## src/rtl/proc_mem_arbiter.sv

```systemverilog
// Two-requester (imem/dmem) arbiter sharing one in-order 4B memory port.
// Define PROC_MEM_ARB_ROUND_ROBIN_EN for round-robin; default is fixed dmem priority.

package proc_mem_arbiter_pkg;

    typedef struct packed {
        logic [2:0]  msg_type;
        logic [7:0]  opaque;
        logic [31:0] addr;
        logic [1:0]  len;
        logic [31:0] data;
    } mem_req_4B_t;

    typedef struct packed {
        logic [2:0]  msg_type;
        logic [7:0]  opaque;
        logic [1:0]  test;
        logic [1:0]  len;
        logic [31:0] data;
    } mem_resp_4B_t;

endpackage

module proc_mem_arbiter
    import proc_mem_arbiter_pkg::*;
#(
    parameter int unsigned p_max_outstanding = 4
) (
    input  logic                                     clk,
    input  logic                                     reset,

    input  mem_req_4B_t                              ireq_msg,
    input  logic                                     ireq_val,
    output logic                                     ireq_rdy,
    output mem_resp_4B_t                             iresp_msg,
    output logic                                     iresp_val,
    input  logic                                     iresp_rdy,

    input  mem_req_4B_t                              dreq_msg,
    input  logic                                     dreq_val,
    output logic                                     dreq_rdy,
    output mem_resp_4B_t                             dresp_msg,
    output logic                                     dresp_val,
    input  logic                                     dresp_rdy,

    output mem_req_4B_t                              memreq_msg,
    output logic                                     memreq_val,
    input  logic                                     memreq_rdy,
    input  mem_resp_4B_t                             memresp_msg,
    input  logic                                     memresp_val,
    output logic                                     memresp_rdy,

    output logic [$clog2(p_max_outstanding+1)-1:0]   num_outstanding
);

    localparam int unsigned DEPTH = p_max_outstanding;
    localparam int unsigned PTR_W = (DEPTH > 1) ? $clog2(DEPTH) : 1;
    localparam int unsigned CNT_W = $clog2(DEPTH + 1);

    // Grant-ID FIFO: one bit per outstanding request (0 = imem, 1 = dmem)
    logic [DEPTH-1:0] ids;
    logic [PTR_W-1:0] head;
    logic [PTR_W-1:0] tail;
    logic [CNT_W-1:0] count;

    logic full;
    logic empty;
    logic any_val;
    logic grant;
    logic head_id;
    logic push;
    logic pop;

    function automatic logic [PTR_W-1:0] ptr_inc(input logic [PTR_W-1:0] p);
        return (p == PTR_W'(DEPTH - 1)) ? '0 : p + PTR_W'(1);
    endfunction

    assign full    = (count == CNT_W'(DEPTH));
    assign empty   = (count == '0);
    assign any_val = ireq_val | dreq_val;

`ifdef PROC_MEM_ARB_ROUND_ROBIN_EN
    logic prio;

    // Preferred requester wins when valid, otherwise the other one
    always_comb begin
        grant = 1'b0;
        if (prio) begin
            grant = dreq_val;
        end else begin
            grant = !ireq_val;
        end
    end

    // Pointer hands preference to the loser after every issued request
    always_ff @(posedge clk) begin
        if (reset) begin
            prio <= 1'b0;
        end else if (push) begin
            prio <= ~grant;
        end
    end
`else
    always_comb begin
        grant = dreq_val;
    end
`endif

    // Request side never looks at memresp; full blocks issue even if a pop is pending
    always_comb begin
        memreq_val = !reset && any_val && !full;
        memreq_msg = grant ? dreq_msg : ireq_msg;
        ireq_rdy   = !reset && ireq_val && !grant && memreq_rdy && !full;
        dreq_rdy   = !reset && dreq_val &&  grant && memreq_rdy && !full;
        push       = memreq_val && memreq_rdy;
    end

    assign head_id = ids[head];

    // Response side routes to whichever requester issued the oldest request
    always_comb begin
        iresp_msg   = memresp_msg;
        dresp_msg   = memresp_msg;
        iresp_val   = !reset && memresp_val && !empty && !head_id;
        dresp_val   = !reset && memresp_val && !empty &&  head_id;
        memresp_rdy = !reset && !empty && (head_id ? dresp_rdy : iresp_rdy);
        pop         = memresp_val && memresp_rdy;
    end

    always_ff @(posedge clk) begin
        if (push) begin
            ids[tail] <= grant;
        end
    end

    always_ff @(posedge clk) begin
        if (reset) begin
            head  <= '0;
            tail  <= '0;
            count <= '0;
        end else begin
            if (push) begin
                tail <= ptr_inc(tail);
            end
            if (pop) begin
                head <= ptr_inc(head);
            end
            case ({push, pop})
                2'b10:   count <= count + CNT_W'(1);
                2'b01:   count <= count - CNT_W'(1);
                default: count <= count;
            endcase
        end
    end

    assign num_outstanding = count;

endmodule

```

## config.mk

```make
export PLATFORM = sky130hd
export DESIGN_NAME = proc_mem_arbiter
export DESIGN_NICKNAME = d
export VERILOG_FILES = /design/src/rtl/proc_mem_arbiter.sv
export SDC_FILE = /design/constraint.sdc
export NUM_CORES = 1
export LEC_CHECK = 0
export ABC_AREA = 1
export CORE_AREA = 2 2 150 152
export DETAILED_ROUTE_END_ITERATION = 10
export DIE_AREA = 0 0 152 154
export GPL_TIMING_DRIVEN = 0
export SKIP_CTS_REPAIR_TIMING = 1
export SKIP_LAST_GASP = 1
export SYNTH_ARGS = -nofsm -noshare
export SYNTH_HDL_FRONTEND = slang
export SYNTH_SLANG_ARGS = --single-unit
```

## constraint.sdc

```tcl
create_clock -name clk -period 4.6 [get_ports clk]
set_clock_uncertainty 0.2 [all_clocks]
set_input_delay 0.92 -clock clk [delete_from_list [all_inputs] [get_ports clk]]
set_output_delay 0.92 -clock clk [all_outputs]
set_load 0.02 [all_outputs]
```

==> run metrics <==
Peak supply drop=0.00009339 V; Worst EP arrival=3060 ps; NumNets Final=999; WL per Instance=12.04 um; Placement Rows=54; total gr overflow=0; antenna viol nets, final=0; Reg clk slew, reported paths=40 ps; period utilization=0.9090; TNS Setup=0 ps; total track usage=0.09963; pin count of the biggest net entering global routing=11; Avg Cell Area, Syn=5.477 um^2; Post-route DRC=0; Clock Sinks=11; CP max-delay cell=clkdlybuf4s50_1; crit-path cells=clkdlybuf4s50_1 > buf_4 > inv_2 > buf_4 > buf_4 > nand2_1 > nand2_1 > clkdlybuf4s50_1; Placed Cells=1058; instance count on the critical path=8; cell mode on critical path=buf_4; multi-input logic area=1245 um^2; CP startpoint=dreq_val; startpoint class of the critical path=input pin; status=finished, final reports clean; register area=260.3 um^2; Chip Height=154 um; DR vias/cell=3.359; unrepaired setup endpoints after global routing=false; mapped cell area=2394 um^2; Boundary Pins=389; Slew Limit Headroom=0.6637; Seq cells post-synth=11; Port Buffers=341; CTS tree=done; htree depth=1; Synth area leader=nand2_1; drt pass-1 iters=5; min cycle time layout=4181 ps; ranking of synthesized cells by area=nand2_1 38%, buf_4 31%, dfxtp_1 5.9%; worst reg-to-reg setup slack=2340 ps; family with the most delay on the worst path=buffers and inverters; Power Total=0.9361 mW; Die Footprint=23410 um^2; WHS=269.3 ps; worst-margin pin slew=504.4 ps; Power Density=150.1 nW/um^2; synth warn=0; Distinct cells, synth=23; Syn Nets=653; layout cells sized above 1=0.1560; Die Width=152 um; Core Area=21690 um^2; diode count=0; worst r2r src=head[0]; Max Freq=239.2 MHz; Worst setup EP type=primary output; Seq/Total Area, Yosys=0.1087; worst min path class=register to register; Data required, critical path=3480 ps; maxcap violations=0; Worst setup endpoint=memreq_msg[50]; setup violators final=0; Non-Filler Instances=1062; Crit path largest cell delay=620 ps; Worst-Skew Late Latency=240 ps; Root Buffer=clkbuf_16; share of the synthesized area in the top cell type=0.3795; Initial Utilization=0.1104; Crit Path Category=input pin to primary output; first-pass GRT wire length=19020 um; DR vias=3567; CTS max path bufs=2; Final Hold Viols=0; vias in the first global route=3535; initial antenna violation count=0; Routed WL=12790 um; dpl hpwl=11510 um; CP bufs+invs=6; FF-to-FF path depth=13; area grow syn2layout=160.5%; FF-to-FF End=num_outstanding[2]; P_leak=2.895 nW; crit-path max FO=10; post-synthesis cell count=437; fill count=2333; TritonCTS buffer count=3; pins over their slew limit=0; GPL Wtd Cong=0.7639; Initial DRC Count=115
==> flip-flops by register name, indices dropped and copies added (netlist names) <==
signal,cells
head,2
tail,2
num_outstanding,3
ids,4
==> synthesized netlist by cell type <==
cell / number
a21oi_1: 8
and2_1: 1
buf_2: 8
buf_4: 98
clkbuf_1: 5
dfxtp_1: 7
edfxtp_1: 4
fa_1: 1
ha_1: 6
inv_1: 22
inv_2: 3
nand2_1: 242
nand2_2: 3
nand3_1: 6
nand3_2: 3
nand3_4: 1
nor2_1: 8
nor2_4: 1
nor4_1: 2
o21ai_0: 4
o21ai_1: 2
o21ai_2: 1
or2_2: 1
==> layout by cell type (no fill, tap or decap), types with 2 or more instances in the layout <==
master / n
clkdlybuf4s50_1: 341
nand2_1: 242
buf_4: 98
inv_1: 22
buf_2: 8
nor2_1: 8
a21oi_1: 8
dfxtp_1: 7
nand3_1: 6
clkbuf_1: 6
ha_1: 6
o21ai_0: 4
edfxtp_1: 4
inv_2: 3
nand3_2: 3
nand2_2: 3
clkbuf_16: 3
nor4_1: 2
o21ai_1: 2
==> final cells by class <==
type                            instances  area share
Inverter                               25     0.01505
Clock buffer                            4     0.01264
Buffer                                111      0.1274
Tap cell                              280     0.05618
Timing Repair Buffer                  341      0.5474
Multi-Input combinational cell        290      0.1996
Sequential cell                        11     0.04173
==> worst min path at each step <==
stage                              end  depth (start not counted)  slack [ps]          startpoint
global route        num_outstanding[0]                          1         290  num_outstanding[0]
floorplan                      tail[1]                          2         290             tail[1]
finish              num_outstanding[0]                          1         270  num_outstanding[0]
global placement    num_outstanding[0]                          1         260  num_outstanding[0]
detailed placement  num_outstanding[0]                          1         260  num_outstanding[0]
CTS                 num_outstanding[0]                          1         270  num_outstanding[0]
==> stage by stage <==
stage | setup slack, ps | instance area (um^2) | utilization
after global routing | 218.3 | 6236 | 0.2875
after global placement | 311.1 | 6157 | 0.2839
after detailed placement | 335.8 | 6157 | 0.2839
after CTS | 333.4 | 6236 | 0.2875
final | 418.8 | 6236 | 0.2875
after floorplan | 1509 | 2394 | -
==> layer usage <==
metal / share of wire / track usage / vias to the layer above
li1: - / - / 1905
met1: 0.42 / 0.1226 / 1486
met2: 0.50 / 0.1828 / 173
met3: 0.071 / 0.02311 / 3
met4: 0.0030 / 0.009346 / 0
met5: 0 / 0 / -
==> cell families (layout without fill, tap and decap cells) <==
| logic type | count (synthesis) | count (layout) | share of synthesized area |
|---|---|---|---|
| AOI/OAI and AO/OA | 15 | 15 | 0.03293 |
| adders and majority gates | 7 | 7 | 0.03973 |
| buffers and inverters | 136 | 481 | 0.3711 |
| DFF | 11 | 11 | 0.1087 |
| and+or+nand+nor | 268 | 268 | 0.4475 |
==> power by group <==
part           leakage [nW]  switching, mW  internal, mW  total, mW
Combinational          2.76          0.289         0.376      0.664
Sequential           0.0936        0.00459         0.107      0.112
Clock                0.0382         0.0437         0.116      0.160
No activity file was read; power rests on OpenSTA's default activity.
